===== src/rtl/bus_arb_pkg.sv =====
// Shared constants and types for the bus source arbiter.
// Source indices double as the bus mux select codes.
package bus_arb_pkg;

  localparam int unsigned SRC_R0     = 0;
  localparam int unsigned SRC_R1     = 1;
  localparam int unsigned SRC_R2     = 2;
  localparam int unsigned SRC_R3     = 3;
  localparam int unsigned SRC_R4     = 4;
  localparam int unsigned SRC_R5     = 5;
  localparam int unsigned SRC_R6     = 6;
  localparam int unsigned SRC_R7     = 7;
  localparam int unsigned SRC_R8     = 8;
  localparam int unsigned SRC_R9     = 9;
  localparam int unsigned SRC_R10    = 10;
  localparam int unsigned SRC_R11    = 11;
  localparam int unsigned SRC_R12    = 12;
  localparam int unsigned SRC_R13    = 13;
  localparam int unsigned SRC_R14    = 14;
  localparam int unsigned SRC_R15    = 15;
  localparam int unsigned SRC_HI     = 16;
  localparam int unsigned SRC_LO     = 17;
  localparam int unsigned SRC_ZHIGH  = 18;
  localparam int unsigned SRC_ZLOW   = 19;
  localparam int unsigned SRC_PC     = 20;
  localparam int unsigned SRC_MDR    = 21;
  localparam int unsigned SRC_INPORT = 22;
  localparam int unsigned SRC_CSIGN  = 23;

  localparam int unsigned NUM_SRC_DEFAULT  = 24;
  localparam int unsigned SEL_W_DEFAULT    = 5;
  localparam int unsigned HOLD_MAX_DEFAULT = 8;

  typedef enum logic [1:0] {
    IDLE,
    GRANT,
    TURN
  } arb_state_t;

endpackage


===== src/rtl/bus_source_arbiter_if.sv =====
// Request/grant bundle between bus control logic (master) and the arbiter (slave).
interface bus_source_arbiter_if #(
    parameter int unsigned NUM_SRC = 24,
    parameter int unsigned SEL_W   = 5
);

    logic [NUM_SRC-1:0] req;
    logic [NUM_SRC-1:0] grant;
    logic [SEL_W-1:0]   bus_sel;
    logic               bus_valid;
    logic               preempt;

    modport master (
        output req,
        input  grant,
        input  bus_sel,
        input  bus_valid,
        input  preempt
    );

    modport slave (
        input  req,
        output grant,
        output bus_sel,
        output bus_valid,
        output preempt
    );

endinterface


===== src/rtl/rr_pick.sv =====
// Combinational round-robin picker: first set request at or above ptr, wrapping to 0.
// Rotates req so ptr lands at bit 0, priority-encodes, then adds ptr back modulo N.
module rr_pick #(
    parameter int unsigned N = 24,
    parameter int unsigned W = 5
) (
    input  logic [N-1:0] req,
    input  logic [W-1:0] ptr,
    output logic         found,
    output logic [W-1:0] idx
);

    logic [N-1:0] rot;
    logic [W-1:0] offset;
    int unsigned  sum;

    assign rot = N'({req, req} >> ptr);

    always_comb begin
        found  = 1'b0;
        offset = '0;
        // Descending scan so the lowest set bit of the rotated vector wins.
        for (int i = int'(N) - 1; i >= 0; i--) begin
            if (rot[i]) begin
                found  = 1'b1;
                offset = W'(i);
            end
        end
    end

    always_comb begin
        sum = 32'(ptr) + 32'(offset);
        if (sum >= N) begin
            sum = sum - N;
        end
        idx = W'(sum);
    end

endmodule


===== src/rtl/bus_source_arbiter.sv =====
// Round-robin bus source arbiter with bounded hold time and a turnaround cycle.
// Optional fixed-priority source enabled with `define BUS_ARB_PRIO_EN.
module bus_source_arbiter
    import bus_arb_pkg::*;
#(
    parameter int unsigned NUM_SRC  = NUM_SRC_DEFAULT,
    parameter int unsigned SEL_W    = SEL_W_DEFAULT,
    parameter int unsigned HOLD_MAX = HOLD_MAX_DEFAULT
`ifdef BUS_ARB_PRIO_EN
    ,
    parameter int unsigned PRIO_SRC = SRC_MDR
`endif
) (
    input logic                 clock,
    input logic                 clear,
    bus_source_arbiter_if.slave bus
);

    arb_state_t         stateQ, stateD;
    logic [NUM_SRC-1:0] grantQ, grantD;
    logic [SEL_W-1:0]   selQ, selD;
    logic               validQ, validD;
    logic               preemptQ, preemptD;
    logic [7:0]         holdCntQ, holdCntD;
    logic [SEL_W-1:0]   rrPtrQ, rrPtrD;

    logic               pickFound;
    logic [SEL_W-1:0]   pickIdx;
    logic               winFound;
    logic [SEL_W-1:0]   winIdx;
    logic               ownerReq;
    logic [SEL_W-1:0]   nextPtr;
    logic               advancePtr;

    rr_pick #(
        .N(NUM_SRC),
        .W(SEL_W)
    ) u_rr_pick (
        .req  (bus.req),
        .ptr  (rrPtrQ),
        .found(pickFound),
        .idx  (pickIdx)
    );

    always_comb begin
        winFound = pickFound;
        winIdx   = pickIdx;
`ifdef BUS_ARB_PRIO_EN
        if (bus.req[PRIO_SRC]) begin
            winFound = 1'b1;
            winIdx   = SEL_W'(PRIO_SRC);
        end
`endif
    end

    assign ownerReq = bus.req[selQ];
    assign nextPtr  = SEL_W'((32'(selQ) + 32'd1) % NUM_SRC);

`ifdef BUS_ARB_PRIO_EN
    // Releasing the priority source must not disturb the round-robin rotation.
    assign advancePtr = (32'(selQ) != PRIO_SRC);
`else
    assign advancePtr = 1'b1;
`endif

    always_comb begin
        stateD   = stateQ;
        grantD   = grantQ;
        selD     = selQ;
        validD   = validQ;
        preemptD = 1'b0;
        holdCntD = holdCntQ;
        rrPtrD   = rrPtrQ;

        unique case (stateQ)
            IDLE, TURN: begin
                grantD   = '0;
                validD   = 1'b0;
                holdCntD = '0;
                stateD   = IDLE;
                // selD keeps the last owner so the mux never sees a transient code.
                if (winFound) begin
                    grantD[winIdx] = 1'b1;
                    selD           = winIdx;
                    validD         = 1'b1;
                    holdCntD       = 8'd1;
                    stateD         = GRANT;
                end
            end

            GRANT: begin
                if (!ownerReq || holdCntQ == 8'(HOLD_MAX)) begin
                    stateD   = TURN;
                    grantD   = '0;
                    validD   = 1'b0;
                    preemptD = ownerReq;
                    if (advancePtr) begin
                        rrPtrD = nextPtr;
                    end
                end else begin
                    holdCntD = holdCntQ + 8'd1;
                end
            end

            default: begin
                stateD = IDLE;
                grantD = '0;
                validD = 1'b0;
            end
        endcase
    end

    always_ff @(posedge clock or negedge clear) begin
        if (!clear) begin
            stateQ   <= IDLE;
            grantQ   <= '0;
            selQ     <= '0;
            validQ   <= 1'b0;
            preemptQ <= 1'b0;
            holdCntQ <= '0;
            rrPtrQ   <= '0;
        end else begin
            stateQ   <= stateD;
            grantQ   <= grantD;
            selQ     <= selD;
            validQ   <= validD;
            preemptQ <= preemptD;
            holdCntQ <= holdCntD;
            rrPtrQ   <= rrPtrD;
        end
    end

    assign bus.grant     = grantQ;
    assign bus.bus_sel   = selQ;
    assign bus.bus_valid = validQ;
    assign bus.preempt   = preemptQ;

endmodule

===== src/flat_wrapper.sv =====
// flat-port wrapper written by rule: the top's interface ports become plain ports
module bus_source_arbiter_flat import bus_arb_pkg::*;
#(
    parameter int unsigned NUM_SRC  = NUM_SRC_DEFAULT,
    parameter int unsigned SEL_W    = SEL_W_DEFAULT,
    parameter int unsigned HOLD_MAX = HOLD_MAX_DEFAULT

)
  (clock, clear, bus_req, bus_grant, bus_bus_sel, bus_bus_valid, bus_preempt);
  bus_source_arbiter_if #(.NUM_SRC(NUM_SRC), .SEL_W(SEL_W)) bus_i ();
  input logic clock;
  input logic clear;
  input wire logic [$bits(bus_i.req)-1:0] bus_req;
  output wire logic [$bits(bus_i.grant)-1:0] bus_grant;
  output wire logic [$bits(bus_i.bus_sel)-1:0] bus_bus_sel;
  output wire logic [$bits(bus_i.bus_valid)-1:0] bus_bus_valid;
  output wire logic [$bits(bus_i.preempt)-1:0] bus_preempt;
  assign bus_i.req = bus_req;
  assign bus_grant = bus_i.grant;
  assign bus_bus_sel = bus_i.bus_sel;
  assign bus_bus_valid = bus_i.bus_valid;
  assign bus_preempt = bus_i.preempt;
  bus_source_arbiter #(.NUM_SRC(NUM_SRC), .SEL_W(SEL_W), .HOLD_MAX(HOLD_MAX)) u_core (.clock(clock), .clear(clear), .bus(bus_i));
endmodule

===== config.mk =====
export PLATFORM = sky130hd
export DESIGN_NAME = bus_source_arbiter_flat
export DESIGN_NICKNAME = d
export VERILOG_FILES = /design/src/rtl/bus_arb_pkg.sv /design/src/rtl/bus_source_arbiter_if.sv /design/src/rtl/rr_pick.sv /design/src/rtl/bus_source_arbiter.sv /design/src/flat_wrapper.sv
export SDC_FILE = /design/constraint.sdc
export NUM_CORES = 1
export LEC_CHECK = 0
export ABC_CLOCK_PERIOD_IN_PS = 4600
export CAP_MARGIN = 20
export CORE_MARGIN = 3
export CORE_UTILIZATION = 45
export CTS_BUF_LIST = sky130_fd_sc_hd__clkbuf_16
export DETAILED_ROUTE_END_ITERATION = 8
export PLACE_DENSITY_LB_ADDON = 0.12
export SYNTH_ARGS = -nofsm -noshare
export SYNTH_HDL_FRONTEND = slang
export SYNTH_SLANG_ARGS = --single-unit

===== constraint.sdc =====
create_clock -name clock -period 4.6 [get_ports clock]
set_input_delay 1.38 -clock clock [delete_from_list [all_inputs] [get_ports clock]]
set_output_delay 1.38 -clock clock [all_outputs]
set_load 0.01 [all_outputs]

==> metrics.txt, run 1 <==
# TYPE chip_impl_metric gauge
chip_impl_metric{name="cts_hold_buffers",unit=""} 0
chip_impl_metric{name="worst_slew_pin_slew",unit="ns"} 0.997
chip_impl_metric{name="final_min_period_over_clock_period",unit="%"} 116
chip_impl_info{name="combinational_family_with_the_most_area_after_synthesis",value="multiplexers"} 1
chip_impl_info{name="critical_path.endpoint",value="u_core.bus.grant[10]$_DFFE_PN0P_"} 1
chip_impl_metric{name="cts_max_level",unit=""} 2
chip_impl_metric{name="floorplan.die.width",unit="µm"} 117
chip_impl_metric{name="pin_count",unit=""} 57
chip_impl_metric{name="sequential_cell_area_fraction_in_the_yosys_report",unit="%"} 20.3
chip_impl_metric{name="drv_cap",unit=""} 0
chip_impl_metric{name="detailed_place_hpwl",unit="mm"} 15.8
chip_impl_metric{name="place.port_buffers",unit=""} 56
chip_impl_info{name="failed_checks",value="negative setup slack"} 1
chip_impl_metric{name="power_per_cell_area",unit="nW/µm²"} 862
chip_impl_metric{name="final.min_clock_period",unit="ns"} 5.33
chip_impl_metric{name="number_of_warning_messages_in_the_yosys_log",unit=""} 0
chip_impl_metric{name="antenna_violations_before_repair",unit=""} 0
chip_impl_metric{name="filler_cell_count",unit=""} 975
chip_impl_metric{name="leakage_power_total",unit="µW"} 0.00337
chip_impl_metric{name="synth_edf_count",unit=""} 0
chip_impl_info{name="synth_top_cells_by_count",value="dfrtp_1 (45), nor2_1 (43), mux2i_1 (41)"} 1
chip_impl_metric{name="asyncSetResetFlopFracSynth",unit="%"} 100
chip_impl_metric{name="clock_insertion_delay_worst_skew",unit="ns"} 0.29
chip_impl_metric{name="ir_drop_worst_vdd",unit="mV"} 0.408
chip_impl_metric{name="core_area",unit="µm²"} 11700
chip_impl_metric{name="die_h",unit="µm"} 117
chip_impl_metric{name="grt_overflow_total",unit=""} 0
chip_impl_metric{name="dp_cells",unit=""} 906
chip_impl_metric{name="r2r.worst_path.cells",unit=""} 21
chip_impl_info{name="criticalPathCategory",value="input port to flip-flop"} 1
chip_impl_metric{name="dpl_cell_area",unit="µm²"} 7390
chip_impl_metric{name="initial_utilization",unit="%"} 47.4
chip_impl_info{name="tritoncts_clock_tree",value="done"} 1
chip_impl_info{name="synth_largest_area_cell",value="dfrtp_1"} 1
chip_impl_metric{name="post-route-worst-setup-slack",unit="ns"} -0.732
chip_impl_metric{name="fin_nets",unit=""} 827
chip_impl_metric{name="grt_max_degree",unit=""} 46
chip_impl_metric{name="synth_compound_area_share",unit="%"} 20.2
chip_impl_metric{name="yosys.area_share.adder",unit="%"} 2.62
chip_impl_metric{name="clock.fmax",unit="MHz"} 188
chip_impl_metric{name="synth.ff_latch_count",unit=""} 45
chip_impl_info{name="rr_endpoint",value="u_core.bus.grant[10]$_DFFE_PN0P_"} 1
chip_impl_metric{name="synth.net_count",unit=""} 625
chip_impl_metric{name="hold_viol",unit=""} 0
chip_impl_info{name="critPathLaunch",value="bus_req[14]"} 1
chip_impl_metric{name="grt_pass1_vias",unit=""} 5983
chip_impl_metric{name="yosysTopAreaCellShare",unit="%"} 20.3
chip_impl_info{name="worst_hold_path_type",value="flip-flop to flip-flop"} 1
chip_impl_info{name="clock-root-buffer",value="clkbuf_16"} 1
chip_impl_metric{name="drc",unit=""} 0
chip_impl_metric{name="path_max_fanout",unit=""} 8
chip_impl_info{name="rsz0062_at_grt",value="yes"} 1
chip_impl_metric{name="syn2layout_area_growth",unit="%"} 42.0
chip_impl_metric{name="post_synth_xor_area_fraction",unit="%"} 1.89
chip_impl_metric{name="fp-row-count",unit=""} 39
chip_impl_metric{name="fin_cells",unit=""} 934
chip_impl_info{name="worst_setup_path_start_kind",value="input port"} 1
chip_impl_info{name="cp-end-kind",value="flip-flop"} 1
chip_impl_metric{name="setup_viol",unit=""} 27
chip_impl_metric{name="1st_iter_drt_viols",unit=""} 691
chip_impl_metric{name="setup_tns",unit="ns"} -18.12
chip_impl_metric{name="vias",unit=""} 5972
chip_impl_metric{name="r2r_slack",unit="ns"} -0.19
chip_impl_metric{name="clk_pin_slew_worst_paths",unit="ns"} 0.07
chip_impl_metric{name="clockBufferDepth",unit=""} 2
chip_impl_metric{name="route.detailed.vias_per_inst",unit=""} 6.39
chip_impl_metric{name="avgRoutedWirePerCell",unit="µm"} 22.1
chip_impl_metric{name="drt.antenna.violating_nets",unit=""} 0
chip_impl_metric{name="grt_pass1_wl",unit="mm"} 33.2
chip_impl_metric{name="postSynthCellCount",unit=""} 588
chip_impl_info{name="most_repeated_cell_in_the_gate_level_netlist_after_synthesis",value="dfrtp_1"} 1
chip_impl_metric{name="synth.mux.area_fraction",unit="%"} 30.4
chip_impl_metric{name="post_synthesis_share_of_cell_area_spent_on_and_or_nand_and_nor_gates",unit="%"} 18.1
chip_impl_metric{name="post_route_cells_drive_above_1_share",unit="%"} 45.6
chip_impl_info{name="status",value="finished with violations"} 1
chip_impl_metric{name="postLayoutCellArea",unit="µm²"} 7880
chip_impl_metric{name="fin_clk_skew",unit="ns"} 0.00631
chip_impl_metric{name="syn-mean-instance-area",unit="µm²"} 9.44
chip_impl_metric{name="die_area",unit="µm²"} 13700
chip_impl_metric{name="fin_worst_hold_slack",unit="ns"} 0.490
chip_impl_metric{name="clock_sink_count",unit=""} 45
chip_impl_metric{name="antenna_cells",unit=""} 0
chip_impl_metric{name="worst_ep_required_time",unit="ns"} 4.77
chip_impl_info{name="synthTopCellsByArea",value="dfrtp_1 (20%), mux4_2 (16%), mux2i_1 (7.4%)"} 1
chip_impl_info{name="r2r_start",value="u_core.rrPtrQ[0]$_DFFE_PN0P_"} 1
chip_impl_info{name="dominantRegCellSynth",value="dfrtp_1"} 1
chip_impl_metric{name="final-max-slew-violation-count",unit=""} 0
chip_impl_metric{name="arrival",unit="ns"} 5.51
chip_impl_metric{name="grt_util_all_layers",unit="%"} 31.3
chip_impl_metric{name="place.gp.congestion",unit=""} 0.992
chip_impl_metric{name="syn_area",unit="µm²"} 5550
chip_impl_metric{name="detailedRoute.firstPassIterationCount",unit=""} 5
chip_impl_metric{name="route.final.wire_length",unit="mm"} 20.6
chip_impl_metric{name="ys_types",unit=""} 79
chip_impl_metric{name="tritoncts_buffers",unit=""} 5
chip_impl_metric{name="worst_slew_margin_rel",unit="%"} 33.5
## power breakdown
| part | internal [µW] | total (µW) | switching, µW |
|---|---|---|---|
| combinational | 2880 | 5730 | 2850 |
| clock | 202 | 360 | 158 |
| sequential | 506 | 699 | 192 |
| total | 3590 | 6790 | 3200 |
## layout by cell type, fill, tap and decap left out, types with 6 or more instances in the layout
master,count
o21ai_0,17
buf_6,13
dfrtp_1,43
nor2b_1,10
ha_1,9
mux2_2,16
nor3_2,6
buf_4,183
a32o_1,25
nand3_1,17
nor2_1,42
xor2_1,6
nor3b_1,7
nand2_1,39
and2_1,8
clkdlybuf4s50_1,31
a211oi_1,6
nor3_1,14
inv_1,8
mux2i_2,6
buf_2,18
mux2_4,10
nand2b_1,13
a21oi_1,16
mux4_2,41
mux2i_1,33
nand4_1,7
## per-stage QoR
step | power, µW | utilization [%] | setup WS (ns)
after CTS | 6600 | 66.6 | -0.597
after global placement | 5690 | 63.1 | -1.63
after global routing | 7250 | 67.3 | -0.860
final | 6790 | 67.3 | -0.732
after floorplan | 3720 | - | -0.500
after detailed placement | 5740 | 63.1 | -1.72
## worst min-delay path by stage
stage | slack, ns | to | depth (start not counted) | start
finish | 0.49 | u_core.bus.grant[6]$_DFFE_PN0P_ | 1 | u_core.bus.grant[6]$_DFFE_PN0P_
global route | 0.51 | u_core.bus.grant[1]$_DFFE_PN0P_ | 1 | u_core.bus.grant[1]$_DFFE_PN0P_
CTS | 0.50 | u_core.bus.grant[6]$_DFFE_PN0P_ | 1 | u_core.bus.grant[6]$_DFFE_PN0P_
detailed placement | 0.48 | u_core.bus.grant[6]$_DFFE_PN0P_ | 1 | u_core.bus.grant[6]$_DFFE_PN0P_
global placement | 0.48 | u_core.bus.grant[2]$_DFFE_PN0P_ | 1 | u_core.bus.grant[2]$_DFFE_PN0P_
floorplan | 0.46 | u_core.holdCntQ[7]$_DFFE_PN0P_ | 1 | u_core.holdCntQ[7]$_DFFE_PN0P_
## kinds of logic after synthesis
group | count (synthesis)
compound gates | 146
xor+xnor | 12
fa+ha+maj | 11
buf+inv | 68
flops | 45
mux | 112
simple gates | 194
## what timing repair did
action | in CTS | in global routing
endpoints found under the hold margin | 0 | 0
gates resized for setup | 161 | 11
setup endpoints to repair | 31 | 27
pin swaps | 35 | 16
setup buffers | 17 | 5
## sequential cells by signal, indices dropped and copies added (netlist names)
register / flops
u_core.bus.grant: 24
u_core.bus.bus_sel: 5
u_core.rrPtrQ: 5
u_core.stateQ: 1
u_core.holdCntQ: 8
u_core.bus.bus_valid: 1
u_core.bus.preempt: 1
## layout make-up
class | instances | area [µm²] | area share [%]
clock buffers | 5 | 125 | 1.59
clock inverters | 3 | 20.0 | 0.254
inverters | 13 | 48.8 | 0.620
multi-input cells | 475 | 4370 | 55.5
flip-flops and latches | 45 | 1130 | 14.3
well taps | 143 | 179 | 2.27
repair buffers | 250 | 2010 | 25.5
## routing by layer
layer  GRT usage (%)  part of all wire, %
met5               0                    0
met4            4.28                  1.4
met3            4.73                  5.9
met2            49.1                   46
met1            46.9                   46
## worst max-delay path, cell delays in order
cell	delay, ns
buf_6	0.10
buf_6	0.12
mux4_2	0.52
mux2_4	0.32
a221oi_4	0.35
buf_4	0.17
a21oi_2	0.03
nor3_2	0.21
o211ai_1	0.15
a21oi_2	0.22
ha_2	0.22
inv_2	0.04
fa_2	0.36
inv_1	0.08
a21o_1	0.14
a21oi_2	0.09
xnor2_2	0.22
o41ai_2	0.09
buf_4	0.16
and2_4	0.16
buf_12	0.13
a32o_1	0.25
No activity file was read; power rests on OpenSTA's default activity.
==> inputs of run 2 (changes only) <==
Settings changed: CAP_MARGIN 20 to 10, MAX_ROUTING_LAYER set to met4, PLACE_DENSITY set to 0.64, PLACE_DENSITY_LB_ADDON 0.12 to unset.
==> run 2 against run 1 <==
Compared with the run above: the flow still finishes with violations (negative setup slack); sequential cell count stayed put; clock power up 2%; register-to-register slack better by 0.07 ns; combinational power is 3% higher; via count up 0.45%; critical endpoint is now u_core.bus.grant[19]$_DFFE_PN0P_; first-iteration DRC count is 24% lower; die area unchanged; worst setup slack gained 0.088 ns.
==> metrics.txt, run 2 (synthesized netlist as in run 1, its figures left out) <==
# TYPE chip_impl_metric gauge
chip_impl_metric{name="final_min_period_over_clock_period",unit="%"} 114
chip_impl_metric{name="antenna_cells",unit=""} 0
chip_impl_info{name="worst_hold_path_type",value="flip-flop to flip-flop"} 1
chip_impl_metric{name="grt_pass1_vias",unit=""} 6067
chip_impl_metric{name="grt_pass1_wl",unit="mm"} 33.8
chip_impl_metric{name="grt_util_all_layers",unit="%"} 32.9
chip_impl_metric{name="final.min_clock_period",unit="ns"} 5.24
chip_impl_metric{name="grt.met1_usage",unit="%"} 45.1
chip_impl_info{name="worst_hold_path.endpoint",value="u_core.bus.grant[0]$_DFFE_PN0P_"} 1
chip_impl_info{name="clock-root-buffer",value="clkbuf_16"} 1
chip_impl_metric{name="place.gp.congestion",unit=""} 0.996
chip_impl_info{name="worstHoldStart",value="u_core.bus.grant[0]$_DFFE_PN0P_"} 1
chip_impl_metric{name="fin_cells",unit=""} 922
chip_impl_metric{name="groute.layer.met3.usage",unit="%"} 4.63
chip_impl_metric{name="clock.fmax",unit="MHz"} 191
chip_impl_metric{name="worst_slew_margin_rel",unit="%"} 30.9
chip_impl_metric{name="arrival",unit="ns"} 5.43
chip_impl_metric{name="postLayoutCellArea",unit="µm²"} 7950
chip_impl_info{name="criticalPathCategory",value="input port to flip-flop"} 1
chip_impl_metric{name="tritoncts_buffers",unit=""} 5
chip_impl_metric{name="r2r.worst_path.cells",unit=""} 24
chip_impl_metric{name="r2r_slack",unit="ns"} -0.12
chip_impl_metric{name="final-max-slew-violation-count",unit=""} 0
chip_impl_info{name="rr_endpoint",value="u_core.bus.grant[19]$_DFFE_PN0P_"} 1
chip_impl_info{name="tritoncts_clock_tree",value="done"} 1
chip_impl_metric{name="clock_sink_count",unit=""} 45
chip_impl_metric{name="cts_max_level",unit=""} 2
chip_impl_metric{name="detailed_place_hpwl",unit="mm"} 16.1
chip_impl_metric{name="route.detailed.vias_per_inst",unit=""} 6.51
chip_impl_metric{name="post_route_cells_drive_above_1_share",unit="%"} 46.1
chip_impl_info{name="path_cells",value="buf_2, mux4_2, buf_6, mux2i_2, o2111ai_2, a21boi_2, a21boi_2, o41ai_2, o211ai_1, a21oi_2, ha_2, inv_2, fa_2, inv_2, a21o_1, a21oi_2, xnor2_2, o41ai_2, buf_4, buf_6, nor2b_4, a32o_1"} 1
chip_impl_metric{name="clk_pin_slew_worst_paths",unit="ns"} 0.07
chip_impl_info{name="r2r_start",value="u_core.rrPtrQ[0]$_DFFE_PN0P_"} 1
chip_impl_metric{name="slowest_delay",unit="ns"} 0.53
chip_impl_info{name="status",value="finished with violations"} 1
chip_impl_metric{name="ir_drop_worst_vdd",unit="mV"} 0.564
chip_impl_info{name="final_common_cell",value="buf_4"} 1
chip_impl_metric{name="antenna_violations_before_repair",unit=""} 0
chip_impl_metric{name="die_h",unit="µm"} 117
chip_impl_metric{name="floorplan.die.width",unit="µm"} 117
chip_impl_info{name="rsz0062_at_grt",value="yes"} 1
chip_impl_metric{name="syn2layout_area_growth",unit="%"} 43.4
chip_impl_metric{name="die_area",unit="µm²"} 13700
chip_impl_metric{name="leakage_power_total",unit="µW"} 0.00336
chip_impl_metric{name="detailedRoute.firstPassIterationCount",unit=""} 5
chip_impl_metric{name="largest_reg_flops",unit=""} 24
chip_impl_metric{name="1st_iter_drt_viols",unit=""} 525
chip_impl_metric{name="worst_slew_pin_slew",unit="ns"} 1.04
chip_impl_metric{name="fin_clk_skew",unit="ns"} 0.0108
chip_impl_metric{name="power_per_cell_area",unit="nW/µm²"} 872
chip_impl_metric{name="drc",unit=""} 0
chip_impl_metric{name="clock_insertion_delay_worst_skew",unit="ns"} 0.30
chip_impl_metric{name="post-route-worst-setup-slack",unit="ns"} -0.645
chip_impl_metric{name="hold_depth",unit=""} 1
chip_impl_metric{name="grt_max_degree",unit=""} 46
chip_impl_metric{name="grt_use_met2",unit="%"} 52.1
chip_impl_metric{name="fp-row-count",unit=""} 39
chip_impl_metric{name="drt.antenna.violating_nets",unit=""} 0
chip_impl_metric{name="setup_viol",unit=""} 26
chip_impl_metric{name="path_max_fanout",unit=""} 8
chip_impl_metric{name="hold_viol",unit=""} 0
chip_impl_metric{name="filler_cell_count",unit=""} 950
chip_impl_metric{name="avgRoutedWirePerCell",unit="µm"} 23.2
chip_impl_info{name="critPathTopFamily",value="compound AO/OA/AOI/OAI gates"} 1
chip_impl_metric{name="place.port_buffers",unit=""} 56
chip_impl_metric{name="pin_count",unit=""} 57
chip_impl_metric{name="vias",unit=""} 5999
chip_impl_metric{name="setup_tns",unit="ns"} -15.85
chip_impl_info{name="cpMaxStageDelayCell",value="mux4_2"} 1
chip_impl_metric{name="dpl_cell_area",unit="µm²"} 7310
chip_impl_metric{name="dp_cells",unit=""} 891
chip_impl_metric{name="route.final.wire_length",unit="mm"} 21.4
chip_impl_info{name="failed_checks",value="negative setup slack"} 1
chip_impl_info{name="top_usage_layer",value="met2"} 1
chip_impl_info{name="worst_setup_path_start_kind",value="input port"} 1
chip_impl_info{name="layout.cells.most_common_list",value="buf_4 (163), dfrtp_1 (43), nor2_1 (42), nand2_1 (40), mux4_2 (40)"} 1
chip_impl_metric{name="fin_nets",unit=""} 815
chip_impl_info{name="cp-end-kind",value="flip-flop"} 1
chip_impl_metric{name="grt_overflow_total",unit=""} 0
chip_impl_metric{name="initial_utilization",unit="%"} 47.4
chip_impl_metric{name="drv_cap",unit=""} 0
chip_impl_metric{name="worstPathBufferInverterCount",unit=""} 6
chip_impl_info{name="critPathLaunch",value="bus_req[11]"} 1
chip_impl_metric{name="core_area",unit="µm²"} 11700
chip_impl_metric{name="worst_ep_required_time",unit="ns"} 4.78
chip_impl_metric{name="clockBufferDepth",unit=""} 2
[run 2: final cells by class]
class                   count  area (µm²)  share of cell area, %
well taps                 143         179                   2.25
multi-input cells         475        4470                   56.2
clock inverters             3        21.3                  0.267
clock buffers               5         125                   1.57
repair buffers            238        1980                   24.9
flip-flops and latches     45        1130                   14.2
inverters                  13        48.8                  0.613
[run 2: per-layer routing]
metal | vias to the layer above | routed length [µm]
met5 | - | 0
met4 | 0 | 573
met3 | 46 | 1600
met2 | 305 | 9930
met1 | 2978 | 9270
li1 | 2670 | -
[run 2: worst max-delay path by stage]
| stage | endpoint | slack, ns | cells after the start |
|---|---|---|---|
| 2_1_floorplan | u_core.bus.grant[0]$_DFFE_PN0P_ | -0.50 | 19 |
| 3_3_place_gp | u_core.bus.grant[18]$_DFFE_PN0P_ | -1.58 | 21 |
| 3_5_place_dp | u_core.bus.grant[19]$_DFFE_PN0P_ | -1.68 | 21 |
| 4_1_cts | u_core.bus.grant[19]$_DFFE_PN0P_ | -0.60 | 21 |
| 5_1_grt | u_core.bus.grant[19]$_DFFE_PN0P_ | -0.79 | 22 |
| 6_report | u_core.bus.grant[19]$_DFFE_PN0P_ | -0.64 | 22 |
[run 2: power breakdown]
part / switching (µW) / internal [µW]
registers: 184 / 506
clock network: 165 / 203
logic: 2960 / 2920
[run 2: stage by stage]
stage               power (µW)  worst slack [ns]  hold slack (ns)  utilization (%)
finish                    6940            -0.645            0.491             67.9
detailed placement        5670             -1.68            0.482             62.4
floorplan                 3720            -0.500            0.459                -
global placement          5600             -1.58            0.475             62.4
global route              7330            -0.787            0.504             67.9
CTS                       6650            -0.596            0.495             67.1
[run 2: what timing repair did]
action / CTS / global route
resized for setup: 184 / 16
pin swaps: 46 / 24
hold endpoints to repair: 0 / 0
setup endpoints to repair: 30 / 27
buffers inserted: 20 / 5
hold buffers: 0 / 0
==> inputs of run 3 (changes only) <==
Settings changed: ABC_CLOCK_PERIOD_IN_PS 4600 to 6800, PLACE_DENSITY 0.64 to 0.62.
Clock period 4.6 ns to 6.8 ns, I/O delays scaled along.
==> run 3 against run 2 <==
Compared with the run above: the flow now finishes without violations; core utilization fell by 9.8 points; critical path depth fell by 3; worst hold slack got worse by 0.0011 ns; first-iteration DRC count grew 11%; via count is 8.7% lower; clock-buffer cell count did not move; register-to-register slack better by 1.3 ns; sequential cell count stayed put; die area stayed put; sequential power down 22%; non-clock buffer count fell by 98; clock power decreased by 25%; critical endpoint is now u_core.bus.grant[10]$_DFFE_PN0P_.
==> metrics.txt, run 3 (synthesized netlist as in run 1, its figures left out) <==
# TYPE chip_impl_metric gauge
chip_impl_metric{name="m1WireLength",unit="mm"} 8.64
chip_impl_metric{name="drc",unit=""} 0
chip_impl_metric{name="final-max-slew-violation-count",unit=""} 0
chip_impl_metric{name="power.share.switching",unit="%"} 50.1
chip_impl_metric{name="drv_cap",unit=""} 0
chip_impl_metric{name="fin_cells",unit=""} 824
chip_impl_metric{name="pin_count",unit=""} 57
chip_impl_metric{name="clock_sink_count",unit=""} 45
chip_impl_info{name="final_common_cell",value="buf_4"} 1
chip_impl_metric{name="die_area",unit="µm²"} 13700
chip_impl_metric{name="grt_overflow_total",unit=""} 0
chip_impl_metric{name="fin_nets",unit=""} 717
chip_impl_info{name="criticalPathCategory",value="input port to flip-flop"} 1
chip_impl_metric{name="syn2layout_area_growth",unit="%"} 22.6
chip_impl_metric{name="setup_viol",unit=""} 0
chip_impl_metric{name="clockBufferDepth",unit=""} 2
chip_impl_metric{name="cts_hold_buffers",unit=""} 0
chip_impl_metric{name="dpl_worst_slack",unit="ns"} -0.229
chip_impl_metric{name="grt_pass1_vias",unit=""} 5415
chip_impl_metric{name="clk_pin_slew_worst_paths",unit="ns"} 0.06
chip_impl_metric{name="grt_util_all_layers",unit="%"} 29.0
chip_impl_metric{name="clock_insertion_delay_worst_skew",unit="ns"} 0.28
chip_impl_metric{name="met2WireLength",unit="mm"} 8.57
chip_impl_info{name="rsz0062_at_grt",value="yes"} 1
chip_impl_metric{name="postLayoutCellArea",unit="µm²"} 6800
chip_impl_metric{name="place.port_buffers",unit=""} 56
chip_impl_metric{name="power_per_cell_area",unit="nW/µm²"} 547
chip_impl_metric{name="tritoncts_buffers",unit=""} 5
chip_impl_metric{name="fin_total_pwr",unit="µW"} 3720
chip_impl_info{name="cp-end-kind",value="flip-flop"} 1
chip_impl_metric{name="final.min_clock_period",unit="ns"} 6.62
chip_impl_info{name="worst_hold_path_type",value="flip-flop to flip-flop"} 1
chip_impl_info{name="highest_routing_layer_actually_used",value="met4"} 1
chip_impl_metric{name="arrival",unit="ns"} 6.79
chip_impl_metric{name="comb_power_share",unit="%"} 78.2
chip_impl_metric{name="avgRoutedWirePerCell",unit="µm"} 22.8
chip_impl_metric{name="worst_slew_margin_rel",unit="%"} 33.1
chip_impl_info{name="clock-root-buffer",value="clkbuf_16"} 1
chip_impl_metric{name="fin_clk_skew",unit="ns"} 0.00796
chip_impl_info{name="tritoncts_clock_tree",value="done"} 1
chip_impl_metric{name="vias",unit=""} 5476
chip_impl_metric{name="dr_wl_met3",unit="mm"} 1.25
chip_impl_metric{name="die_h",unit="µm"} 117
chip_impl_metric{name="1st_iter_drt_viols",unit=""} 581
chip_impl_metric{name="largest_reg_flops",unit=""} 24
chip_impl_metric{name="post_route_cells_drive_above_1_share",unit="%"} 27.2
chip_impl_metric{name="share_seq_of_total_power",unit="%"} 14.4
chip_impl_metric{name="ir_drop_worst_vdd",unit="mV"} 0.365
chip_impl_info{name="layout.cells.most_common_list",value="buf_4 (84), clkdlybuf4s50_1 (54), dfrtp_1 (43), nor2_1 (42), mux2i_1 (41)"} 1
chip_impl_info{name="worst_setup_path_start_kind",value="input port"} 1
chip_impl_metric{name="filler_cell_count",unit=""} 1029
chip_impl_metric{name="route.detailed.vias_per_inst",unit=""} 6.65
chip_impl_metric{name="netSwitchingPower",unit="µW"} 1870
chip_impl_metric{name="clock_power_share",unit="%"} 7.4
chip_impl_metric{name="dp_cells",unit=""} 814
chip_impl_metric{name="worst_ep_required_time",unit="ns"} 6.97
chip_impl_metric{name="final_min_period_over_clock_period",unit="%"} 97.3
chip_impl_info{name="status",value="completed"} 1
chip_impl_metric{name="drt.antenna.violating_nets",unit=""} 0
chip_impl_metric{name="path_max_fanout",unit=""} 8
chip_impl_metric{name="hold_depth",unit=""} 1
chip_impl_metric{name="dpl_cell_area",unit="µm²"} 6590
chip_impl_metric{name="leakage_power_total",unit="µW"} 0.00278
chip_impl_metric{name="cts_max_level",unit=""} 2
chip_impl_metric{name="post-route-worst-setup-slack",unit="ns"} 0.184
chip_impl_metric{name="hold_viol",unit=""} 0
chip_impl_metric{name="grt_max_degree",unit=""} 49
chip_impl_metric{name="clock.fmax",unit="MHz"} 151
chip_impl_metric{name="grt_pass1_wl",unit="mm"} 30.0
chip_impl_metric{name="fp-row-count",unit=""} 39
chip_impl_metric{name="detailed_place_hpwl",unit="mm"} 14.0
chip_impl_metric{name="floorplan.die.width",unit="µm"} 117
chip_impl_metric{name="p_int",unit="µW"} 1850
chip_impl_metric{name="worst_slew_pin_slew",unit="ns"} 1.00
chip_impl_metric{name="core_area",unit="µm²"} 11700
chip_impl_metric{name="antenna_cells",unit=""} 0
chip_impl_metric{name="initial_utilization",unit="%"} 47.4
chip_impl_metric{name="route.final.wire_length",unit="mm"} 18.8
chip_impl_metric{name="place.gp.congestion",unit=""} 0.918
chip_impl_metric{name="antenna_violations_before_repair",unit=""} 0
chip_impl_metric{name="detailedRoute.firstPassIterationCount",unit=""} 6
chip_impl_metric{name="r2r.worst_path.cells",unit=""} 17
-- run 3: cell types whose count changed in the layout (fill, tap and decap cells not counted), moves of 6 or more --
cell             delta
buf_2              -18
buf_4              -79
mux2i_1            +10
buf_12              -7
o21ai_0             +6
buf_6              -15
clkdlybuf4s50_1    +23
-- run 3: final timing paths --
check / start / to / slack (ns)
max in group asynchronous: clear / u_core.rrPtrQ[0]$_DFFE_PN0P_ / 4.21
setup reg to reg: u_core.rrPtrQ[0]$_DFFE_PN0P_ / u_core.bus.grant[10]$_DFFE_PN0P_ / 1.16
hold reg to reg: u_core.bus.grant[19]$_DFFE_PN0P_ / u_core.bus.grant[19]$_DFFE_PN0P_ / 0.49
setup / recovery: bus_req[17] / u_core.bus.grant[10]$_DFFE_PN0P_ / 0.18
min in group asynchronous: clear / u_core.bus.grant[21]$_DFFE_PN0P_ / 1.92
hold / removal: u_core.bus.grant[19]$_DFFE_PN0P_ / u_core.bus.grant[19]$_DFFE_PN0P_ / 0.49
-- run 3: power groups by stage --
stage / registers [µW] / clock network (µW) / logic (µW)
final: 535 / 275 / 2910
after floorplan: 417 / 0 / 2020
after global placement: 538 / 0 / 2770
after global routing: 556 / 290 / 3140
after CTS: 534 / 278 / 2820
after detailed placement: 537 / 0 / 2800
-- run 3: worst max-delay path: stages --
cell and delay [ns]:
clkdlybuf4s50_1 0.54, buf_4 0.21, mux4_2 0.51, mux2i_1 0.36, mux2i_1 0.21, mux2i_1 0.22
nand2_1 0.08, a211oi_1 0.26, o21ai_0 0.19, a221oi_1 0.30, ha_1 0.28, a21o_1 0.18
a21oi_1 0.25, buf_4 0.18, mux2i_1 0.22, o41ai_2 0.08, buf_4 0.15, and2_2 0.25
a32o_1 0.28
-- run 3: metal layers --
metal	global-route usage (%)	up-vias
met3	4.32	26
met5	-	-
li1	-	2478
met2	42.7	231
met1	43.3	2741
met4	4.74	0
-- run 3: cell type report --
class / instances / area (µm²) / share of cell area, %
repair buffers: 140 / 1190 / 17.5
inverters: 13 / 48.8 / 0.717
flip-flops and latches: 45 / 1130 / 16.6
clock inverters: 3 / 42.5 / 0.625
clock buffers: 5 / 125 / 1.84
multi-input cells: 475 / 4090 / 60.1
well taps: 143 / 179 / 2.63
-- run 3: what timing repair did --
item / 4_1_cts / 5_1_grt
resized for setup: 0 / 9
buffers inserted: 0 / 2
setup endpoints to repair: 0 / 24
-- run 3: through the flow --
stage / setup TNS, ns / hold slack [ns] / utilization [%]
2_1_floorplan: 0 / 0.459 / -
3_3_place_gp: -4.21 / 0.476 / 56.3
3_5_place_dp: -4.91 / 0.482 / 56.3
4_1_cts: 0 / 0.494 / 57.7
5_1_grt: -0.0101 / 0.509 / 58.1
6_report: 0 / 0.489 / 58.1
